<file path="src/rtl/neopix_frame_scheduler_if.sv">
// Pixel-fetch and serializer-stream bundle shared by the frame scheduler,
// the per-string frame stores and the WS2812 serializer.
interface neopix_frame_scheduler_if #(
    parameter int CW = 1,
    parameter int AW = 3
) ();
    logic          rd_en;
    logic [CW-1:0] rd_ch;
    logic [AW-1:0] rd_addr;
    logic [23:0]   rd_data;
    logic [23:0]   pix_data;
    logic          pix_valid;
    logic          pix_last;
    logic          pix_ready;
    logic          ser_busy;

    modport master (
        output rd_en, rd_ch, rd_addr,
        input  rd_data,
        output pix_data, pix_valid, pix_last,
        input  pix_ready, ser_busy
    );

    modport slave (
        input  rd_en, rd_ch, rd_addr,
        output rd_data,
        input  pix_data, pix_valid, pix_last,
        output pix_ready, ser_busy
    );
endinterface

</file>
<file path="src/rtl/neopix_frame_scheduler.sv">
// Round-robin scheduler sharing one WS2812 serializer among NUM_CH LED strings:
// grants a string, streams its NUM_LEDS pixels, waits for drain, then holds the latch gap.
module neopix_frame_scheduler #(
    parameter int  NUM_CH       = 2,
    parameter int  NUM_LEDS     = 8,
    parameter int  LATCH_CYCLES = 3000,
    localparam int CW = (NUM_CH > 1) ? $clog2(NUM_CH) : 1,
    localparam int AW = (NUM_LEDS > 1) ? $clog2(NUM_LEDS) : 1,
    localparam int LW = (LATCH_CYCLES > 1) ? $clog2(LATCH_CYCLES) : 1
) (
    input  logic                     clk,
    input  logic                     rst_n,
    input  logic [NUM_CH-1:0]        req,
    output logic [NUM_CH-1:0]        gnt,
    output logic [NUM_CH-1:0]        done,
    output logic                     busy,
    neopix_frame_scheduler_if.master bus
);
    typedef enum logic [2:0] {
        ST_IDLE,
        ST_READ,
        ST_WAIT,
        ST_PUSH,
        ST_DRAIN,
        ST_LATCH
    } state_t;

    localparam logic [AW-1:0] LAST_ADDR  = AW'(NUM_LEDS - 1);
    localparam logic [LW-1:0] LATCH_LOAD = LW'(LATCH_CYCLES - 1);
    localparam logic [CW-1:0] LAST_CH    = CW'(NUM_CH - 1);

    state_t            state_q, state_d;
    logic [NUM_CH-1:0] gnt_q, gnt_d;
    logic [NUM_CH-1:0] done_q, done_d;
    logic [CW-1:0]     ch_q, ch_d;
    logic [CW-1:0]     last_gnt_q, last_gnt_d;
    logic [AW-1:0]     addr_q, addr_d;
    logic [LW-1:0]     cnt_q, cnt_d;
    logic [23:0]       pix_data_q, pix_data_d;
    logic              pix_valid_q, pix_valid_d;
    logic              pix_last_q, pix_last_d;
    logic [CW:0]       pick;

    // Nearest set request after 'last', wrapping; 'last' itself has lowest priority.
    // Result MSB flags that any request was found.
    function automatic logic [CW:0] rr_pick(input logic [NUM_CH-1:0] r,
                                            input logic [CW-1:0]     last);
        logic [CW:0]   res;
        logic [CW-1:0] idx;
        res = '0;
        for (int i = NUM_CH; i >= 1; i--) begin
            idx = CW'((int'(last) + i) % NUM_CH);
            if (r[idx]) res = {1'b1, idx};
        end
        return res;
    endfunction

    assign pick = rr_pick(req, last_gnt_q);

    always_comb begin
        state_d     = state_q;
        gnt_d       = gnt_q;
        done_d      = '0;
        ch_d        = ch_q;
        last_gnt_d  = last_gnt_q;
        addr_d      = addr_q;
        cnt_d       = cnt_q;
        pix_data_d  = pix_data_q;
        pix_valid_d = pix_valid_q;
        pix_last_d  = pix_last_q;

        unique case (state_q)
            ST_IDLE: begin
                if (pick[CW]) begin
                    gnt_d   = NUM_CH'(1) << pick[CW-1:0];
                    ch_d    = pick[CW-1:0];
                    addr_d  = '0;
                    state_d = ST_READ;
                end
            end
            ST_READ: begin
                state_d = ST_WAIT;
            end
            ST_WAIT: begin
                pix_data_d  = bus.rd_data;
                pix_valid_d = 1'b1;
                pix_last_d  = (addr_q == LAST_ADDR);
                state_d     = ST_PUSH;
            end
            ST_PUSH: begin
                if (bus.pix_ready) begin
                    pix_valid_d = 1'b0;
                    pix_last_d  = 1'b0;
                    if (pix_last_q) begin
                        state_d = ST_DRAIN;
                    end else begin
                        addr_d  = addr_q + AW'(1);
                        state_d = ST_READ;
                    end
                end
            end
            ST_DRAIN: begin
                if (!bus.ser_busy) begin
                    cnt_d   = LATCH_LOAD;
                    state_d = ST_LATCH;
                end
            end
            ST_LATCH: begin
                // Grant is held through the gap so the DO mux keeps the line low on this string.
                if (cnt_q == '0) begin
                    done_d     = gnt_q;
                    gnt_d      = '0;
                    last_gnt_d = ch_q;
                    state_d    = ST_IDLE;
                end else begin
                    cnt_d = cnt_q - LW'(1);
                end
            end
            default: begin
                state_d = ST_IDLE;
            end
        endcase
    end

    always_ff @(posedge clk or negedge rst_n) begin
        if (!rst_n) begin
            state_q     <= ST_IDLE;
            gnt_q       <= '0;
            done_q      <= '0;
            ch_q        <= '0;
            last_gnt_q  <= LAST_CH;
            addr_q      <= '0;
            cnt_q       <= '0;
            pix_data_q  <= '0;
            pix_valid_q <= 1'b0;
            pix_last_q  <= 1'b0;
        end else begin
            state_q     <= state_d;
            gnt_q       <= gnt_d;
            done_q      <= done_d;
            ch_q        <= ch_d;
            last_gnt_q  <= last_gnt_d;
            addr_q      <= addr_d;
            cnt_q       <= cnt_d;
            pix_data_q  <= pix_data_d;
            pix_valid_q <= pix_valid_d;
            pix_last_q  <= pix_last_d;
        end
    end

    assign gnt           = gnt_q;
    assign done          = done_q;
    assign busy          = (state_q != ST_IDLE);
    assign bus.rd_en     = (state_q == ST_READ);
    assign bus.rd_ch     = ch_q;
    assign bus.rd_addr   = addr_q;
    assign bus.pix_data  = pix_data_q;
    assign bus.pix_valid = pix_valid_q;
    assign bus.pix_last  = pix_last_q;
endmodule

</file>
<file path="src/flat_wrapper.sv">
// flat-port wrapper written by rule: the top's interface ports become plain ports
module neopix_frame_scheduler_flat 
#(
    parameter int  NUM_CH       = 2,
    parameter int  NUM_LEDS     = 8,
    parameter int  LATCH_CYCLES = 3000,
    localparam int CW = (NUM_CH > 1) ? $clog2(NUM_CH) : 1,
    localparam int AW = (NUM_LEDS > 1) ? $clog2(NUM_LEDS) : 1,
    localparam int LW = (LATCH_CYCLES > 1) ? $clog2(LATCH_CYCLES) : 1
)
  (clk, rst_n, req, gnt, done, busy, bus_rd_en, bus_rd_ch, bus_rd_addr, bus_rd_data, bus_pix_data, bus_pix_valid, bus_pix_last, bus_pix_ready, bus_ser_busy);
  neopix_frame_scheduler_if #(.CW((1)), .AW((3))) bus_i ();
  input  logic clk;
  input  logic rst_n;
  input  logic [NUM_CH-1:0] req;
  output logic [NUM_CH-1:0] gnt;
  output logic [NUM_CH-1:0] done;
  output logic busy;
  output wire logic [$bits(bus_i.rd_en)-1:0] bus_rd_en;
  output wire logic [$bits(bus_i.rd_ch)-1:0] bus_rd_ch;
  output wire logic [$bits(bus_i.rd_addr)-1:0] bus_rd_addr;
  input wire logic [$bits(bus_i.rd_data)-1:0] bus_rd_data;
  output wire logic [$bits(bus_i.pix_data)-1:0] bus_pix_data;
  output wire logic [$bits(bus_i.pix_valid)-1:0] bus_pix_valid;
  output wire logic [$bits(bus_i.pix_last)-1:0] bus_pix_last;
  input wire logic [$bits(bus_i.pix_ready)-1:0] bus_pix_ready;
  input wire logic [$bits(bus_i.ser_busy)-1:0] bus_ser_busy;
  assign bus_rd_en = bus_i.rd_en;
  assign bus_rd_ch = bus_i.rd_ch;
  assign bus_rd_addr = bus_i.rd_addr;
  assign bus_i.rd_data = bus_rd_data;
  assign bus_pix_data = bus_i.pix_data;
  assign bus_pix_valid = bus_i.pix_valid;
  assign bus_pix_last = bus_i.pix_last;
  assign bus_i.pix_ready = bus_pix_ready;
  assign bus_i.ser_busy = bus_ser_busy;
  neopix_frame_scheduler #(.NUM_CH(NUM_CH), .NUM_LEDS(NUM_LEDS), .LATCH_CYCLES(LATCH_CYCLES)) u_core (.clk(clk), .rst_n(rst_n), .req(req), .gnt(gnt), .done(done), .busy(busy), .bus(bus_i));
endmodule
</file>
<file path="config.mk">
export PLATFORM = sky130hd
export DESIGN_NAME = neopix_frame_scheduler_flat
export DESIGN_NICKNAME = d
export VERILOG_FILES = /design/src/rtl/neopix_frame_scheduler_if.sv /design/src/rtl/neopix_frame_scheduler.sv /design/src/flat_wrapper.sv
export SDC_FILE = /design/constraint.sdc
export NUM_CORES = 1
export LEC_CHECK = 0
export CAP_MARGIN = 5
export CORE_ASPECT_RATIO = 1.4
export CORE_MARGIN = 10
export CORE_UTILIZATION = 51
export DETAILED_ROUTE_END_ITERATION = 10
export PLACE_DENSITY = 0.84
export SYNTH_ARGS = -nofsm -noshare
export SYNTH_HDL_FRONTEND = slang
export SYNTH_SLANG_ARGS = --single-unit
</file>
<file path="constraint.sdc">
create_clock -name clk -period 4.35 [get_ports clk]
set_input_delay 1.305 -clock clk [delete_from_list [all_inputs] [get_ports clk]]
set_output_delay 1.305 -clock clk [all_outputs]
set_load 0.005 [all_outputs]
</file>
After elaboration in Yosys (flattened, before gate mapping)
Index checks and enable logic that the tools add are counted.
{"block": "totals", "output_inout_bits": 36, "ff_bits": 50, "input_bits": 30}
{"block": "classes", "n_addsub": 4, "muxes": 27, "n_eq_ne": 12, "reduce_logical": 14, "n_shift": 1, "n_lt_le_gt_ge": 2}
{"op": "two-way mux 12 bit", "n": 2}
{"op": "two-way mux 3 bit", "n": 8}
{"op": "case mux 12 bit (2 select lines)", "n": 1}
{"op": "case mux 3 bit (6 select lines)", "n": 1}
{"op": "zero test 12 bit", "n": 1}
{"op": "two-way mux 2 bit", "n": 6}
{"op": "subtractor 12 x 1 -> 12 bit (second input constant)", "n": 1}
{"op": "== test 3 bit (second input constant)", "n": 3}
{"op": "inequality test 2 bit (second input constant)", "n": 4}
{"op": "AND reduction 4 bit", "n": 2}
{"op": "nonzero test 2 bit", "n": 4}
{"op": "== test 3 x 2 -> 1 bit (second input constant)", "n": 2}
{"op": "case mux 3 bit (2 select lines)", "n": 1}
{"op": "AND reduction 2 bit", "n": 3}
{"op": "AND reduction 3 bit", "n": 2}
{"op": "two-way mux 1 bit", "n": 5}
{"op": "< comparator 1 x 2 -> 1 bit (second input constant)", "n": 2}
{"op": "inequality test 2 x 1 -> 1 bit (second input constant)", "n": 2}
{"op": "case mux 1 bit (2 select lines)", "n": 2}
{"op": "case mux 2 bit (2 select lines)", "n": 1}
{"op": "adder 3 x 1 -> 3 bit (second input constant)", "n": 1}
{"op": "== test 3 x 1 -> 1 bit (second input constant)", "n": 1}
{"op": "zero test 3 bit", "n": 1}
{"op": "nonzero test 3 bit", "n": 1}
{"op": "2 further kinds", "n": 3}

Depth between registers and ports, before layout
{"block": "logic_depth", "depth_word": 8, "ltp_mapped": 6}

Worst setup path before layout
OpenSTA, ideal clock, no wires.
{"block": "synth_path", "path_kind": "register -> output", "startpoint": "register u_core.state_q[0]", "endpoint": "output port busy", "t_arrival_ns": 0.975, "path_buffers": 1, "setup_slack_ns": 2.070, "path_stages_with_launch": 4, "required_time_ns": 3.045, "cell_sequence": "dfrtp_1 -> clkbuf_1 -> nor3_1 -> inv_1"}
{"block": "synth_between", "elab_chain_len": 1}
{"element": "start: declaration", "line_no": "neopix_frame_scheduler.sv:32", "source": "state_t state_q, state_d;"}
{"element": "start signal: assignment", "line_no": "neopix_frame_scheduler.sv:138", "source": "state_q <= state_d;"}
{"element": "nonzero test 3 bit", "line_no": "neopix_frame_scheduler.sv:153", "source": "assign busy = (state_q != ST_IDLE);"}
{"element": "end: declaration", "line_no": "flat_wrapper.sv:18", "source": "output logic busy;"}
Every way passes these cells.

Worst setup path after layout
Ends and elaborated chain as after synthesis.

==> results summary <==
The run finished with clean final reports. The power per cell area is about 570 nW/um2. The data arrival time of the critical path is 1.87 ns. The final antenna diode count came out at 0. Broken down by cell family, the worst path's largest delay share belongs to buffers and inverters. The clock root buffer is sky130_fd_sc_hd__clkbuf_8. The met1 routing resource usage after global routing is between 10% and 20%. The total clock buffers created by CTS is 5. The routing usage on met3 is 6.61%. The first global-routing pass estimated 9.49 mm of wire.

The hold violation count in the final report came out at 0. Summed over all instances, the cell type with the most area after synthesis is sky130_fd_sc_hd__dfrtp_1. The maximum resistive drop on vdd came out at 0.366 mV. The layout filler cell count came out at ~340. The clock insertion delay at the later pin of the skew report came out at 0.30 ns. The wire length per cell after detailed routing came out at approximately 17 um. The number of nets in the layout came out at 309. The remaining max-slew budget at the tightest pin came out at roughly half. The area growth from synthesis to layout is 32.8%. Setup repair after global routing left no endpoint under its margin. The detail route stage leaves a number of antenna-violating nets equal to 0. The detailed-route vias per instance is between 5 and 6.

Of all nets on the critical path, the largest fanout is 14. After synthesis, the share of flip-flops with an asynchronous set or reset is 100%. The most utilized layer in the global route result is met2. The overall die area came out at slightly below 8000 um2. The critical path is of the flip-flop to primary output type. The number of enable flip-flop cells after synthesis is 0. Dividing the final minimum period by the clock period gives 72.9%. The core region is between 4000 and 5000 um2.

The overall power after layout came out at about 0.0018 W. The via count of the first global-routing pass came out at 1984. The met2 track demand over resource in global routing is between 20% and 30%. The required time reported for the critical path endpoint is between 3 and 4 ns. The yosys synthesis warning count is 0. The max-capacitance violation count is 0. The clock-pin slew reported for the worst setup and hold paths after clock tree synthesis is approximately 0.09 ns.

The worst setup path is launched from a flip-flop. In the post-synthesis netlist, the biggest area contributors are sky130_fd_sc_hd__dfrtp_1, sky130_fd_sc_hd__mux2_2, sky130_fd_sc_hd__nand2_1. The unique cell type count in the Yosys netlist is 47. TritonCTS built the clock tree. The most used flip-flop cell after synthesis is sky130_fd_sc_hd__dfrtp_1. In this run, post-CTS hold repair placed 0 buffers. The overall global routing resource usage is between 15 and 20%. The detailed placement HPWL came out at between 4 and 5 mm. The final number of max-transition violations was 0. The fraction of layout cells with a size suffix above 1 is 16.3%.

The width of the chip came out at 77.7 um. The slew at the pin closest to its max-slew limit is between 0.7 and 0.8 ns. The min-delay analysis places its worst path in the category flip-flop to flip-flop. The initial antenna violation count is 0. The count of buffers added on input and output ports is 65. The detailed-route DRC error count came out at 0.

The critical path endpoint category is a primary output. The routed wire length came out at approximately 5.8 mm. The post-layout instance area came out at 3160 um2. In this run, synthesis produced a sequential element count of 50. The worst path buffer plus inverter count came out at 2. The post-cts gate resize count is 0. The placed cell area came out at roughly 3100 um2. After layout, the minimum clock period comes to about 3.2 ns. In the synthesized netlist, the number of instances is 210.

The first TritonRoute pass finished after 4 iterations. The library cell used most frequently in the layout, excluding fill and tap cells, is sky130_fd_sc_hd__clkdlybuf4s50_1. The global route total overflow is 0. Walking the worst path, the cells encountered are nor3_1, inv_1, clkdlybuf4s50_1.

The delay of the slowest cell on the worst path is approximately 0.52 ns. The mean instance size in the synthesized netlist is about 11 um2. Post-CTS timing repair inserted 0 buffers for setup. The TritonCTS sink count came out at 50.

The final-layout setup total negative slack came out at 0 ns. The final-report setup violation count is 0. The highest attainable clock frequency came out at roughly 320 MHz. The number of I/O pins is between 60 and 70. The top cell types in the final layout, fill and taps aside, are sky130_fd_sc_hd__clkdlybuf4s50_1, sky130_fd_sc_hd__dfrtp_1, sky130_fd_sc_hd__mux2_2. The cell area that synthesis handed to floorplanning was ~2400 um2. For this block, the via count after detailed routing is 1886.

Entering global routing, the biggest net connects 34 pins. The clock passes through at most 2 buffers. The area share of the leading cell type in the synthesized netlist is approximately half. The post-synth net total is 244. The initial standard-cell utilization of the core came out at 52.5%. The sequential element share of the synthesized area is a little over half. In this run the vertical extent of the chip is around 100 um. The static leakage power came out at roughly 1.3 nW. Clock skew on the completed layout was measured at 0.00871 ns. The slowest stage of the critical path belongs to the cell sky130_fd_sc_hd__dfrtp_1.

The initial DRC count came out at ~70. The number of placement rows came out at 29. The routability-driven placement congestion ratio came out at 0.864. The number of H-tree levels came out at 2.
-- registers in the layout (all words and copies together) (netlist names) --
signal	count
u_core.bus.pix_data	24
u_core.bus.pix_last	1
u_core.bus.pix_valid	1
u_core.bus.rd_addr	3
u_core.bus.rd_ch	1
u_core.cnt_q	12
u_core.done	2
u_core.gnt	2
u_core.last_gnt_q	1
u_core.state_q	3
-- path summary, 6_finish.rpt --
| kind | start | endpoint | slack (ns) | cells past startpoint |
|---|---|---|---|---|
| setup / recovery | u_core.state_q[0] | busy | 1.18 | 3 |
| hold / removal | u_core.bus.pix_valid | u_core.bus.pix_valid | 0.49 | 1 |
| setup reg to reg | u_core.cnt_q[4] | u_core.last_gnt_q | 2.26 | 4 |
| hold reg to reg | u_core.bus.pix_valid | u_core.bus.pix_valid | 0.49 | 1 |
| max in group asynchronous | rst_n | u_core.bus.pix_data[4] | 2.56 | 2 |
| min in group asynchronous | rst_n | u_core.cnt_q[1] | 1.05 | 1 |
-- report_power, final --
part | total [W] | leakage [nW] | internal (W) | switching [W]
clock | 0.000261 | 0.0450 | 0.000112 | 0.000150
sequential | 0.000770 | 0.599 | 0.000638 | 0.000132
combinational | 0.000764 | 0.687 | 0.000495 | 0.000269
-- area by class of cell --
type | instances | area (um2) | area share (%)
inverter | 4 | 15.0 | 0.475
clock inverter | 2 | 10.0 | 0.316
clock buffer | 6 | 72.6 | 2.29
tap | 62 | 77.6 | 2.45
timing repair buffer | 67 | 661 | 20.9
multi-input combinational | 147 | 1070 | 34.0
sequential | 50 | 1250 | 39.6
-- synthesized netlist by cell type, types with 3 or more instances --
library cell / instances
sky130_fd_sc_hd__and3_1: 5
sky130_fd_sc_hd__a22o_1: 3
sky130_fd_sc_hd__nand2b_1: 7
sky130_fd_sc_hd__or2_2: 4
sky130_fd_sc_hd__nor4_1: 4
sky130_fd_sc_hd__a31oi_1: 7
sky130_fd_sc_hd__or3_1: 3
sky130_fd_sc_hd__nand2_1: 16
sky130_fd_sc_hd__o21ai_0: 11
sky130_fd_sc_hd__nand3_1: 4
sky130_fd_sc_hd__inv_1: 4
sky130_fd_sc_hd__and2_1: 3
sky130_fd_sc_hd__ha_1: 4
sky130_fd_sc_hd__mux2_2: 24
sky130_fd_sc_hd__nor2_1: 13
sky130_fd_sc_hd__o31ai_1: 3
sky130_fd_sc_hd__dfrtp_1: 49
sky130_fd_sc_hd__clkbuf_1: 6
sky130_fd_sc_hd__or4_1: 3
sky130_fd_sc_hd__nor3_1: 3
-- layer usage --
metal	wire (um)	part of all wire, %	up-vias
met1	2050	36	941
met4	108	1.9	0
li1	-	-	893
met2	3150	55	43
met3	455	7.9	9
met5	0	0	-
-- metrics by stage --
step	util [%]	setup WS (ns)	hold slack [ns]	std cells
after floorplan	-	2.07	0.468	210
after CTS	69.7	1.17	0.493	338
after global placement	67.9	1.54	0.461	330
after detailed placement	67.9	1.50	0.469	330
final	69.7	1.18	0.487	338
after global routing	69.7	1.04	0.512	338
-- kinds of logic (layout without fill, tap and decap cells) --
logic type	Yosys count	after routing	synth area share, %
adders and majority gates	4	4	2.10
and+or+nand+nor	81	81	20.5
AOI/OAI and AO/OA	36	36	10.1
buffers and inverters	13	79	2.47
muxes	26	26	12.2
DFF	50	50	52.6
Power figures use the tool's default switching activity.
